--- src/rtl/lfsr_gen_param_if.sv ---
// ---------------------------------------------------------------------------
// lfsr_gen_param_if
//
// Purpose: output word channel of the LFSR generator. It carries one
// generated word together with its valid/ready handshake.
//
// Signals:
//    out_data   generated word, driven by the generator
//    out_valid  out_data holds a word that has not been accepted yet
//    out_ready  consumer accepts the word offered in this cycle
//
// Modports:
//    master  the generator side (drives data/valid, observes ready)
//    slave   the consumer side (observes data/valid, drives ready)
// ---------------------------------------------------------------------------
interface lfsr_gen_param_if #(
   parameter int WIDTH = 8
);
   logic [WIDTH-1:0] out_data;
   logic             out_valid;
   logic             out_ready;

   modport master (
      output out_data,
      output out_valid,
      input  out_ready
   );

   modport slave (
      input  out_data,
      input  out_valid,
      output out_ready
   );
endinterface

--- src/rtl/lfsr_gen_param.sv ---
// ---------------------------------------------------------------------------
// lfsr_gen_param
//
// Purpose: parametrised Galois LFSR pseudo-random word generator. The LFSR
// advances STEPS times per delivered word, the word is offered on a
// valid/ready channel, accepted words are counted, and a pulse marks every
// advance that brings the sequence back to the most recently loaded seed.
//
// Parameters:
//    WIDTH         LFSR and word width (>= 2)
//    TAPS          Galois feedback mask, bit i XORed with the old MSB
//    DEFAULT_SEED  LFSR state and seed register value after reset (nonzero)
//    STEPS         LFSR advances per output word (>= 1)
//    CNT_W         width of the accepted-word counter
//
// Ports:
//    clk         clock, everything on the rising edge
//    rst         synchronous active-high reset
//    en          level; keep generating words while high
//    load        one-cycle pulse; load seed into state and seed register
//    seed        seed value sampled when load is high
//    out_if      word channel (out_data, out_valid, out_ready), master side
//    busy        FSM is not idle
//    period      one-cycle pulse after an advance that produced the seed
//    word_cnt    accepted words since reset or load, wraps around
//    seed_fixed  one-cycle pulse when a zero seed was replaced
//
// Build option:
//    LFSR_GEN_ZERO_SEED_GUARD_EN  when defined, a zero seed is replaced by
//    DEFAULT_SEED on load and seed_fixed pulses; when undefined, a zero seed
//    is loaded as-is (the generator then locks at zero) and seed_fixed is 0.
// ---------------------------------------------------------------------------
module lfsr_gen_param #(
   parameter int               WIDTH        = 8,
   parameter logic [WIDTH-1:0] TAPS         = 8'h71,
   parameter logic [WIDTH-1:0] DEFAULT_SEED = 8'h01,
   parameter int               STEPS        = 1,
   parameter int               CNT_W        = 16
) (
   input  logic                 clk,
   input  logic                 rst,
   input  logic                 en,
   input  logic                 load,
   input  logic [WIDTH-1:0]     seed,
   lfsr_gen_param_if.master     out_if,
   output logic                 busy,
   output logic                 period,
   output logic [CNT_W-1:0]     word_cnt,
   output logic                 seed_fixed
);

   localparam int CW = $clog2(STEPS + 1);

   typedef enum logic [1:0] {
      IDLE,
      STEP,
      WAIT
   } fsm_t;

   fsm_t             fsm_q,      fsm_d;
   logic [WIDTH-1:0] state_q,    state_d;
   logic [WIDTH-1:0] seed_reg_q, seed_reg_d;
   logic [CW-1:0]    step_cnt_q, step_cnt_d;
   logic [WIDTH-1:0] out_data_q, out_data_d;
   logic             out_valid_q, out_valid_d;
   logic [CNT_W-1:0] word_cnt_q, word_cnt_d;
   logic             period_q,   period_d;
   logic [WIDTH-1:0] load_val;
   logic [WIDTH-1:0] adv_state;
`ifdef LFSR_GEN_ZERO_SEED_GUARD_EN
   logic             seed_fixed_q, seed_fixed_d;
`endif

   // One Galois step: shift left and fold the feedback taps in whenever the
   // bit shifted out of the top was set.
   function automatic logic [WIDTH-1:0] lfsr_advance(input logic [WIDTH-1:0] s);
      return {s[WIDTH-2:0], 1'b0} ^ (s[WIDTH-1] ? TAPS : '0);
   endfunction

   assign adv_state = lfsr_advance(state_q);

   // Value that a load writes into the LFSR and the seed register. With the
   // guard built in, a zero seed would lock the LFSR at zero forever, so it is
   // swapped for the default seed and the swap is reported on seed_fixed.
   always_comb begin
      load_val = seed;
`ifdef LFSR_GEN_ZERO_SEED_GUARD_EN
      seed_fixed_d = 1'b0;
      if (seed == '0) begin
         load_val     = DEFAULT_SEED;
         seed_fixed_d = load;
      end
`endif
   end

   // Next-state logic of the generator. A load overrides whatever the FSM is
   // doing: it reseeds, drops any word still on offer, clears the counter and
   // parks the FSM in IDLE without advancing. Otherwise STEP advances once per
   // cycle until the programmed number of steps is done and the word is
   // offered; WAIT holds everything until the consumer takes the word. en is
   // only looked at when a new word is about to start, so dropping en in the
   // middle of a word still lets that word finish.
   always_comb begin
      fsm_d       = fsm_q;
      state_d     = state_q;
      seed_reg_d  = seed_reg_q;
      step_cnt_d  = step_cnt_q;
      out_data_d  = out_data_q;
      out_valid_d = out_valid_q;
      word_cnt_d  = word_cnt_q;
      period_d    = 1'b0;

      if (load) begin
         state_d     = load_val;
         seed_reg_d  = load_val;
         out_valid_d = 1'b0;
         word_cnt_d  = '0;
         fsm_d       = IDLE;
      end else begin
         case (fsm_q)
            IDLE: begin
               if (en) begin
                  fsm_d      = STEP;
                  step_cnt_d = CW'(STEPS);
               end
            end
            STEP: begin
               state_d    = adv_state;
               period_d   = (adv_state == seed_reg_q);
               step_cnt_d = step_cnt_q - CW'(1);
               if (step_cnt_q == CW'(1)) begin
                  out_data_d  = adv_state;
                  out_valid_d = 1'b1;
                  fsm_d       = WAIT;
               end
            end
            WAIT: begin
               if (out_valid_q && out_if.out_ready) begin
                  out_valid_d = 1'b0;
                  word_cnt_d  = word_cnt_q + CNT_W'(1);
                  if (en) begin
                     fsm_d      = STEP;
                     step_cnt_d = CW'(STEPS);
                  end else begin
                     fsm_d = IDLE;
                  end
               end
            end
            default: begin
               fsm_d = IDLE;
            end
         endcase
      end
   end

   // State register. Reset brings back the default seed and clears every
   // output register; it wins over load, en and the handshake.
   always_ff @(posedge clk) begin
      if (rst) begin
         fsm_q       <= IDLE;
         state_q     <= DEFAULT_SEED;
         seed_reg_q  <= DEFAULT_SEED;
         step_cnt_q  <= '0;
         out_data_q  <= '0;
         out_valid_q <= 1'b0;
         word_cnt_q  <= '0;
         period_q    <= 1'b0;
      end else begin
         fsm_q       <= fsm_d;
         state_q     <= state_d;
         seed_reg_q  <= seed_reg_d;
         step_cnt_q  <= step_cnt_d;
         out_data_q  <= out_data_d;
         out_valid_q <= out_valid_d;
         word_cnt_q  <= word_cnt_d;
         period_q    <= period_d;
      end
   end

`ifdef LFSR_GEN_ZERO_SEED_GUARD_EN
   // Register for the zero-seed replacement pulse, so it appears in the cycle
   // after the load together with the new state.
   always_ff @(posedge clk) begin
      if (rst) begin
         seed_fixed_q <= 1'b0;
      end else begin
         seed_fixed_q <= seed_fixed_d;
      end
   end

   assign seed_fixed = seed_fixed_q;
`else
   assign seed_fixed = 1'b0;
`endif

   assign out_if.out_data  = out_data_q;
   assign out_if.out_valid = out_valid_q;
   assign busy             = (fsm_q != IDLE);
   assign period           = period_q;
   assign word_cnt         = word_cnt_q;

endmodule
--- src/flat_wrapper.sv ---
// flat-port wrapper written by rule: the top's interface ports become plain ports
module lfsr_gen_param_flat 
#(
   parameter int               WIDTH        = 8,
   parameter logic [WIDTH-1:0] TAPS         = 8'h71,
   parameter logic [WIDTH-1:0] DEFAULT_SEED = 8'h01,
   parameter int               STEPS        = 1,
   parameter int               CNT_W        = 16
)
  (clk, rst, en, load, seed, busy, period, word_cnt, seed_fixed, out_if_out_data, out_if_out_valid, out_if_out_ready);
  lfsr_gen_param_if #(.WIDTH(WIDTH)) out_if_i ();
  input  logic clk;
  input  logic rst;
  input  logic en;
  input  logic load;
  input  logic [WIDTH-1:0] seed;
  output logic busy;
  output logic period;
  output logic [CNT_W-1:0] word_cnt;
  output logic seed_fixed;
  output wire logic [$bits(out_if_i.out_data)-1:0] out_if_out_data;
  output wire logic [$bits(out_if_i.out_valid)-1:0] out_if_out_valid;
  input wire logic [$bits(out_if_i.out_ready)-1:0] out_if_out_ready;
  assign out_if_out_data = out_if_i.out_data;
  assign out_if_out_valid = out_if_i.out_valid;
  assign out_if_i.out_ready = out_if_out_ready;
  lfsr_gen_param #(.WIDTH(WIDTH), .TAPS(TAPS), .DEFAULT_SEED(DEFAULT_SEED), .STEPS(STEPS), .CNT_W(CNT_W)) u_core (.clk(clk), .rst(rst), .en(en), .load(load), .seed(seed), .out_if(out_if_i), .busy(busy), .period(period), .word_cnt(word_cnt), .seed_fixed(seed_fixed));
endmodule
--- config.mk ---
export PLATFORM = sky130hd
export DESIGN_NAME = lfsr_gen_param_flat
export DESIGN_NICKNAME = d
export VERILOG_FILES = /design/src/rtl/lfsr_gen_param_if.sv /design/src/rtl/lfsr_gen_param.sv /design/src/flat_wrapper.sv
export SDC_FILE = /design/constraint.sdc
export NUM_CORES = 1
export LEC_CHECK = 0
export CORE_UTILIZATION = 45
export CTS_CLUSTER_DIAMETER = 80
export DETAILED_ROUTE_END_ITERATION = 8
export GPL_TIMING_DRIVEN = 1
export PLACE_DENSITY = 0.81
export RECOVER_POWER = 25
export SYNTH_ARGS = -nofsm -noshare
export SYNTH_HDL_FRONTEND = slang
export SYNTH_SLANG_ARGS = --single-unit
--- constraint.sdc ---
create_clock -name clk -period 1.5 [get_ports clk]
set_input_delay 0.45 -clock clk [delete_from_list [all_inputs] [get_ports clk]]
set_output_delay 0.45 -clock clk [all_outputs]
set_load 0.005 [all_outputs]
==> After elaboration in Yosys (flattened, before gate mapping) <==
Cells that the tools add are included.
{ "totals": {"register_bits": 45, "in_bits": 13, "output_inout_bits": 28, "wordCells": 46} }
{ "op_classes": {"addsub": 2, "n_eq_ne": 6, "muxes": 14, "bitwise": 3, "reduce_logical": 13} }
{ "op_table": {"columns": ["op", "count"], "rows": [
  ["$add A16 B1 Y16 const B", 1],
  ["$mux W8", 2],
  ["$reduce_and A3 Y1", 4],
  ["$eq A8 B8 Y1", 1],
  ["$xor A8 B8 Y8", 1],
  ["$mux W7", 1],
  ["$mux W2", 3],
  ["$pmux W2 S3", 1],
  ["$reduce_bool A2 Y1", 3],
  ["$mux W1", 5],
  ["$ne A2 B1 Y1 const B", 2],
  ["$pmux W1 S3", 1],
  ["$reduce_bool A3 Y1", 1],
  ["$reduce_or A3 Y1", 1],
  ["$eq A2 B1 Y1 const B", 1],
  ["$eq A2 B2 Y1 const B", 1],
  ["$logic_not A2 Y1", 1],
  ["$ne A2 B2 Y1 const B", 1],
  ["$not A1 Y1", 2],
  ["$pmux W1 S2", 1],
  ["$reduce_and A2 Y1", 1],
  ["$reduce_or A2 Y1", 1],
  ["$logic_and A1 B1 Y1", 1],
  ["$sub A1 B1 Y1 const B", 1]
]} }

==> Depth between registers and ports, before layout <==
Gate-level depths: netlist of run 1.
{ "logic_depth": {"depth_word": 4, "ltp_mapped": 8, "depth_no_buf": 6} }

==> Worst setup path after synthesis of run 1 <==
No wires, ideal clock.
{ "synth_path": {"path_kind": "register -> register", "from": "register u_core.fsm_q[0]", "to": "register u_core.word_cnt_q[15] (netlist: u_core.word_cnt[15])", "setup_time_ns": 0.135, "arrival_ns": 1.515, "setup_slack_ns": -0.150, "stages_incl_launch_ff": 7, "n_path_buf": 0, "path_cell_list": "dfxtp_1 > inv_1 > ha_1 > nand3_2 > or2_2 > o311ai_0 > o41ai_1"} }
{ "synth_via": {"elab_chain_cells": 2} }
{ "synth_rtl": {"columns": ["item", "line_no", "rtl"], "rows": [
  ["from (decl)", "lfsr_gen_param.sv:60", "fsm_t fsm_q, fsm_d;"],
  ["from (signal assigned)", "lfsr_gen_param.sv:169", "fsm_q <= fsm_d;"],
  ["$eq A2 B2 Y1", "lfsr_gen_param.sv:120", "case (fsm_q)"],
  ["$reduce_and A2 Y1 (no source line)", null, null],
  ["to (signal assigned)", "lfsr_gen_param.sv:175", "word_cnt_q <= word_cnt_d;"],
  ["to (decl)", "lfsr_gen_param.sv:66", "logic [CNT_W-1:0] word_cnt_q, word_cnt_d;"]
]} }
No other way between the ends.
A chain may end at the register's enable or synchronous reset.

==> Final worst setup path of run 1 <==
{ "layout_path": {"from": "register u_core.fsm_q[0]", "to": "register u_core.out_valid_q (netlist: u_core.out_if.out_valid)"} }
{ "layout_via": {"elab_chain_cells": 3} }
{ "layout_rtl": {"columns": ["item", "line_no", "rtl"], "rows": [
  ["$eq A2 B2 Y1 / $eq A2 B1 Y1 (equally long branches)", "lfsr_gen_param.sv:120", null],
  ["$ne A2 B1 Y1 (no source line) / $reduce_bool A2 Y1 (equally long branches)", null, null],
  ["$reduce_and A3 Y1 (no source line)", null, null],
  ["to (signal assigned)", "lfsr_gen_param.sv:174", "out_valid_q <= out_valid_d;"],
  ["to (decl)", "lfsr_gen_param.sv:65", "logic out_valid_q, out_valid_d;"]
]} }
Several ways; a longest one is shown, not always the timed one.

==> Flow_metrics.wiki, run 1 <==
{| class="wikitable"
! Metric !! Value
|-
| Top FF cell, synth || sky130_fd_sc_hd__dfxtp_1
|-
| Most common cell in the synthesized netlist || sky130_fd_sc_hd__nor2_1
|-
| Number of diodes || 0
|-
| Post-synthesis sequential area ratio || 42.8%
|-
| Unique masters post-synth || 42
|-
| Clk slew on worst S/H paths || 0.09 ns
|-
| Main area contributors after synthesis || sky130_fd_sc_hd__dfxtp_1 (43%), sky130_fd_sc_hd__mux2i_1 (9.0%), sky130_fd_sc_hd__nor2_1 (8.4%), sky130_fd_sc_hd__xnor2_1 (6.2%), sky130_fd_sc_hd__ha_1 (3.6%)
|-
| Final Hold Fails || 0
|-
| Total length of routed wires || 5870 um
|-
| Count of mapped cells out of synthesis || 235
|-
| Antenna viol nets, final || 0
|-
| Maximum achievable frequency || 646 MHz
|-
| Overall overflow remaining after global route || 0
|-
| Cell type contributing the most total cell area after synthesis || sky130_fd_sc_hd__dfxtp_1
|-
| Synthesis-to-layout area growth || 46.3%
|-
| H-tree levels || 2
|-
| Post-Synthesis Cell Area || 2110 um2
|-
| Detailed placer's ending HPWL || 3480 um
|-
| Detailed-route wire length per cell || 16.0 um
|-
| Startpoint of the most critical register-to-register path || u_core.fsm_q[0]
|-
| Buffer cell driving the clock tree root || sky130_fd_sc_hd__clkbuf_8
|-
| Initial drt markers || 104
|-
| Finished Core Util || 69.8%
|-
| Total via count in the routed design || 2023
|-
| Crit Path Max Fanout || 4
|-
| Min-Delay Startpoint || u_core.out_if.out_data[0]
|-
| Initial antenna violation count || 0
|-
| Number of I/O pins || 41
|-
| Logic depth of the worst register-to-register path || 7
|-
| Worst Hold Class || flip-flop to flip-flop
|-
| Starting density of the core || 47.7%
|-
| Total of warnings raised by yosys || 0
|-
| Period Utilization, post-route || 103%
|-
| Die span in x || 70.4 um
|-
| Maximum buffer depth of the clock tree || 2
|-
| Final Critical Period || 1.55 ns
|-
| Status || complete, but fails checks
|-
| DRC || 0
|-
| Min setup slack post-route || -0.0480 ns
|-
| Post-Place Cell Area || 2750 um2
|-
| CP startpoint || u_core.fsm_q[0]
|-
| Setup repair after global routing missed its margin || yes
|-
| Violated checks || negative setup slack
|-
| Pre-Repair DR Iteration Count || 4
|-
| Fin nets || 334
|-
| Total global-route track usage || 22.8%
|-
| Power per Cell Area || 815 nW/um2
|-
| TritonCTS clock tree || done
|-
| Core area || 4410 um2
|-
| Finished Cell Area || 3080 um2
|-
| Number of cells on the worst hold path || 2
|-
| Kind of end point of the critical path || flip-flop
|-
| Share of Yosys cell area claimed by the top area cell type || 42.8%
|-
| Worst endpoint data arrival time || 1.73 ns
|-
| Number of buffers added by the clock tree synthesis step || 5
|-
| Input/output buffers || 39
|-
| Max capacitance violation total || 0
|-
| Setup violators final || 8
|-
| Via density per instance || 5.50
|-
| Maximum number of pins on one net before global-route repair || 25
|-
| Clock Latency Late Sink || 0.31 ns
|-
| Row count || 24
|-
| Layout cell share with drive strength beyond 1 || 33.2%
|-
| Vias in the first global route || 1970
|-
| Flip-flop and latch count after synthesis || 45
|-
| Die height || 70.4 um
|-
| Type of origin of the critical path || flip-flop
|-
| Number of flops mapped to enable cells by yosys || 0
|-
| GPL Wtd Cong || 0.830
|-
| Per-instance average area after synthesis || 8.96 um2
|-
| Setup TNS || -0.188 ns
|-
| Static leakage || 1.36 nW
|-
| Die area || 4960 um2
|-
| Global-route wire length before repair || 8850 um
|-
| Critical path type || flip-flop to flip-flop
|-
| Slew Viols, Final || 0
|-
| Top cells by count, synth || sky130_fd_sc_hd__nor2_1 (47), sky130_fd_sc_hd__dfxtp_1 (45), sky130_fd_sc_hd__mux2i_1 (19)
|-
| Required time of the worst setup path || 1.69 ns
|-
| Hold buffers post-CTS || 0
|-
| Total nets after synthesis || 254
|-
| Clock tree sinks || 45
|-
| Max IR drop VDD || 0.553 mV
|-
| Worst Clk Skew || 0.0100 ns
|-
| Async set or reset register ratio after synthesis || 0%
|}
==> cells by family after synthesis <==
family | count (synthesis) | share of synthesized area (%)
multiplexers | 19 | 9.03
AND/OR/NAND/NOR | 87 | 20.1
AO/OA/AOI/OAI | 36 | 11.1
adder cells (fa/ha/maj) | 6 | 3.56
flip-flops | 45 | 42.8
XOR/XNOR | 20 | 8.32
buffers and inverters | 21 | 4.99
other | 1 | 0.178
==> critical path: stages (launching register included) <==
cell and delay [ns]:
sky130_fd_sc_hd__dfxtp_2 0.36, sky130_fd_sc_hd__inv_2 0.06, sky130_fd_sc_hd__buf_6 0.11, sky130_fd_sc_hd__ha_4 0.17, sky130_fd_sc_hd__a21boi_2 0.18, sky130_fd_sc_hd__a21oi_2 0.16, sky130_fd_sc_hd__a21oi_1 0.09, sky130_fd_sc_hd__a311oi_1 0.31
==> per-stage QoR <==
stage,hold slack [ns],cells,power (W),worst slack (ns)
2_1_floorplan,0.480,235,0.00146,0.00131
3_3_place_gp,0.476,341,0.00156,-0.403
3_5_place_dp,0.490,341,0.00157,-0.407
4_1_cts,0.495,366,0.00248,-0.103
5_1_grt,0.518,368,0.00261,-0.111
6_report,0.491,368,0.00251,-0.0480
==> where the power goes <==
part | switching (W) | total [W] | internal (W) | leakage, nW
Clock | 0.000441 | 0.000941 | 0.000501 | 0.0554
Combinational | 0.000152 | 0.000310 | 0.000158 | 0.924
Sequential | 0.0000347 | 0.00126 | 0.00123 | 0.379
==> sequential cells by signal (all words and copies together) (netlist names) <==
signal and count:
u_core.out_if.out_data 8, u_core.period 1, u_core.state_q 8, u_core.word_cnt 16, u_core.out_if.out_valid 1, u_core.seed_reg_q 8, u_core.step_cnt_q 1, u_core.fsm_q 2
==> area by class of cell <==
cell class | count | area, um2
clock inverter | 2 | 38.8
sequential | 45 | 935
inverter | 6 | 22.5
fill | 306 | 1330
tap | 52 | 65.1
timing repair buffer | 88 | 744
multi-input combinational | 169 | 1200
clock buffer | 6 | 72.6
==> cells in the final DEF, fill, tap and decap left out, types with 2 or more instances in the layout <==
cell type / n
sky130_fd_sc_hd__a211oi_1: 8
sky130_fd_sc_hd__a21oi_1: 12
sky130_fd_sc_hd__a21oi_2: 2
sky130_fd_sc_hd__buf_4: 44
sky130_fd_sc_hd__buf_6: 3
sky130_fd_sc_hd__clkbuf_2: 2
sky130_fd_sc_hd__clkbuf_8: 5
sky130_fd_sc_hd__clkdlybuf4s50_1: 10
sky130_fd_sc_hd__dfxtp_1: 22
sky130_fd_sc_hd__dfxtp_2: 21
sky130_fd_sc_hd__dfxtp_4: 2
sky130_fd_sc_hd__dlygate4sd2_1: 26
sky130_fd_sc_hd__ha_1: 3
sky130_fd_sc_hd__ha_4: 3
sky130_fd_sc_hd__inv_1: 4
sky130_fd_sc_hd__inv_2: 2
sky130_fd_sc_hd__mux2i_1: 19
sky130_fd_sc_hd__nand2_1: 4
sky130_fd_sc_hd__nand3_1: 6
sky130_fd_sc_hd__nand4_1: 5
sky130_fd_sc_hd__nor2_1: 46
sky130_fd_sc_hd__nor3_1: 3
sky130_fd_sc_hd__nor4_1: 2
sky130_fd_sc_hd__o21ai_0: 4
sky130_fd_sc_hd__o21bai_1: 2
sky130_fd_sc_hd__or3_1: 4
sky130_fd_sc_hd__or3_4: 2
sky130_fd_sc_hd__xnor2_1: 15
sky130_fd_sc_hd__xor2_1: 5
==> worst paths after layout <==
path | slack (ns) | end
max | -0.05 | u_core.out_if.out_valid
max reg2reg | -0.05 | u_core.out_if.out_valid
min reg2reg | 0.49 | u_core.out_if.out_data[0]
min | 0.49 | u_core.out_if.out_data[0]
==> timing repair <==
| item | 4_1_cts | 5_1_grt |
|---|---|---|
| resized for setup | 61 | 20 |
| pin swaps | 8 | 6 |
| endpoints found under the setup margin | 46 | 30 |
| setup buffers | 17 | 2 |
| endpoints found under the hold margin | 0 | 0 |
==> routing by layer <==
layer	routed length, um	GRT usage [%]	vias to the layer above
met4	227	12.4	0
met3	242	4.76	22
met5	0	0	-
li1	-	-	971
met1	2490	27.3	963
met2	2910	37.8	67
(Power assumes the default switching activity.)
==> run 2, diff against run 1 <==
CORE_UTILIZATION = 40   (was 45)
PLACE_DENSITY = 0.74   (was 0.81)
SETUP_SLACK_MARGIN = 0.3   (was unset)
==> Flow_metrics.wiki, run 2 (synthesis gave the netlist of run 1 again) <==
{| class="wikitable"
! Metric !! Value
|-
| Starting density of the core || 41.5% (was 47.7%)
|-
| P_int || 0.00196 W (was 0.00188 W)
|-
| Power per Cell Area || 739 nW/um2 (was 815 nW/um2)
|-
| Hold Slack || 0.490 ns (was 0.491 ns)
|-
| Input/output buffers || 39 (unchanged)
|-
| Number of I/O pins || 41 (unchanged)
|-
| Number of flip-flops in the largest register || 16 (unchanged)
|-
| Required time of the worst setup path || 1.05 ns (was 1.69 ns)
|-
| Final Critical Period || 1.55 ns (about the same)
|-
| Buffer cell driving the clock tree root || sky130_fd_sc_hd__clkbuf_8 (unchanged)
|-
| Number of diodes || 0 (unchanged)
|-
| DP Worst Slack || -0.454 ns (was -0.407 ns)
|-
| Reg power frac || 48.1% (was 50.2%)
|-
| Detailed-route wire length per cell || 15.2 um (was 16.0 um)
|-
| Core area || 5070 um2 (was 4410 um2)
|-
| Status || complete, but fails checks (unchanged)
|-
| Max capacitance violation total || 0 (unchanged)
|-
| Power share of the clock group || 37.3% (was 37.5%)
|-
| Initial drt markers || 134 (was 104)
|-
| Min setup slack post-route || -0.0476 ns (was -0.0480 ns)
|-
| Fin nets || 351 (was 334)
|-
| Leading cell type in the layout, fill and taps excluded || sky130_fd_sc_hd__buf_4 (was sky130_fd_sc_hd__nor2_1)
|-
| Slew Viols, Final || 0 (unchanged)
|-
| Die height || 74.6 um (was 70.4 um)
|-
| Layout cell share with drive strength beyond 1 || 52.9% (was 33.2%)
|-
| Total Power || 0.00261 W (was 0.00251 W)
|-
| Via density per instance || 5.22 (was 5.50)
|-
| Total global-route track usage || 20.1% (was 22.8%)
|-
| Pre-Repair DR Iteration Count || 4 (unchanged)
|-
| Kind of end point of the critical path || output pin (was flip-flop)
|-
| DRC || 0 (unchanged)
|-
| Die area || 5560 um2 (was 4960 um2)
|-
| Setup violators final || 7 (was 8)
|-
| Antenna viol nets, final || 0 (unchanged)
|-
| Worst endpoint data arrival time || 1.10 ns (was 1.73 ns)
|-
| Worst Hold Class || flip-flop to flip-flop (unchanged)
|-
| Initial antenna violation count || 0 (unchanged)
|-
| Comb power frac || 14.6% (was 12.3%)
|-
| Maximum number of pins on one net before global-route repair || 19 (was 25)
|-
| Type of origin of the critical path || flip-flop (unchanged)
|-
| Crit Path Max Fanout || 2 (was 4)
|-
| Static leakage || 1.48 nW (was 1.36 nW)
|-
| Vias in the first global route || 1875 (was 1970)
|-
| Total length of routed wires || 6130 um (was 5870 um)
|-
| Worst Clk Skew || 0.00541 ns (was 0.0100 ns)
|-
| Net switching power || 0.000648 W (was 0.000628 W)
|-
| Critical path type || flip-flop to output pin (was flip-flop to flip-flop)
|-
| Number of buffers added by the clock tree synthesis step || 5 (unchanged)
|-
| Violated checks || negative setup slack (unchanged)
|-
| Die span in x || 74.6 um (was 70.4 um)
|-
| Total via count in the routed design || 2103 (was 2023)
|-
| Final Hold Fails || 0 (unchanged)
|-
| Global-route wire length before repair || 8440 um (was 8850 um)
|-
| Switching portion of total power || 24.8% (was 25.0%)
|-
| Clk slew on worst S/H paths || 0.09 ns (about the same)
|-
| Finished Core Util || 69.6% (was 69.8%)
|-
| H-tree levels || 2 (unchanged)
|-
| Highest-count cells in the layout ignoring fill and taps || sky130_fd_sc_hd__buf_4 (41), sky130_fd_sc_hd__nor2_1 (38), sky130_fd_sc_hd__buf_6 (36) (was sky130_fd_sc_hd__nor2_1 (46), sky130_fd_sc_hd__buf_4 (44), sky130_fd_sc_hd__dlygate4sd2_1 (26))
|-
| Synthesis-to-layout area growth || 67.7% (was 46.3%)
|-
| GPL Wtd Cong || 0.736 (was 0.830)
|-
| Setup repair after global routing missed its margin || yes (unchanged)
|-
| Clock tree sinks || 45 (unchanged)
|-
| Row count || 26 (was 24)
|-
| Maximum achievable frequency || 646 MHz (about the same)
|-
| Clock Latency Late Sink || 0.30 ns (was 0.31 ns)
|-
| Overall overflow remaining after global route || 0 (unchanged)
|-
| TritonCTS clock tree || done (unchanged)
|-
| Maximum buffer depth of the clock tree || 2 (unchanged)
|-
| Period Utilization, post-route || 103% (about the same)
|-
| Setup TNS || -0.143 ns (was -0.188 ns)
|-
| Max IR drop VDD || 0.395 mV (was 0.553 mV)
|-
| Detailed placer's ending HPWL || 3210 um (was 3480 um)
|}
## run 2: cell types whose count changed in the layout (fill, tap and decap cells not counted), moves of 4 or more
cell and change:
sky130_fd_sc_hd__buf_2 +11, sky130_fd_sc_hd__a211oi_2 +6, sky130_fd_sc_hd__nor2_4 +4, sky130_fd_sc_hd__dfxtp_4 +5
sky130_fd_sc_hd__nor2_1 -8, sky130_fd_sc_hd__dfxtp_2 -5, sky130_fd_sc_hd__a211oi_1 -6, sky130_fd_sc_hd__dlygate4sd2_1 -25
sky130_fd_sc_hd__buf_6 +33, sky130_fd_sc_hd__nor2_2 +4
## run 2: worst max-delay path, stage by stage (launching register included)
cell and delay [ns]:
sky130_fd_sc_hd__dfxtp_2 0.35, sky130_fd_sc_hd__inv_2 0.04, sky130_fd_sc_hd__buf_4 0.13, sky130_fd_sc_hd__ha_4 0.15, sky130_fd_sc_hd__inv_2 0.05, sky130_fd_sc_hd__buf_6 0.08
## run 2: area by class of cell
class                      instances  area (um2)
timing repair buffer             105         952
clock inverter                     2        36.3
tap                               70        87.6
multi-input combinational        169        1400
inverter                           6        25.0
fill                             352        1540
sequential                        45         947
clock buffer                       6        82.6
## run 2: final timing paths
kind | startpoint | to | slack (ns) | cells past startpoint
hold / removal | u_core.out_if.out_data[1] | u_core.out_if.out_data[1] | 0.49 | 2
hold reg to reg | u_core.out_if.out_data[1] | u_core.out_if.out_data[1] | 0.49 | 2
setup reg to reg | u_core.fsm_q[0] | u_core.word_cnt[13] | -0.03 | 7
setup / recovery | u_core.fsm_q[0] | busy | -0.05 | 5
## run 2: what timing repair did
item / 4_1_cts / 5_1_grt
hold buffers: 0 / 0
setup buffers: 26 / 11
pin swaps: 23 / 24
hold endpoints to repair: 0 / 0
setup endpoints to repair: 72 / 69
gates resized for setup: 183 / 51
## run 2: power by group through the flow
stage	clock network [W]	registers (W)	logic, W
global route	0.00104	0.00126	0.000407
global placement	0	0.00128	0.000291
CTS	0.000987	0.00125	0.000331
floorplan	0	0.00128	0.000194
detailed placement	0	0.00129	0.000296
finish	0.000973	0.00125	0.000380
## run 2: stage by stage
stage / std cells / area, um2
after CTS: 392 / 3220
after floorplan: 235 / 2220
after global placement: 358 / 2800
after global routing: 403 / 3530
final: 403 / 3530
after detailed placement: 358 / 2800
## run 2: metal layers
metal  vias to the layer above  track usage [%]  wire, um  part of all wire [%]
met5                         -                0         0                     0
met4                         0             9.01       164                   2.7
met2                        67             33.9      3200                    52
met1                      1017             24.4      2480                    40
met3                        16             4.74       282                   4.6
li1                       1003                -         -                     -
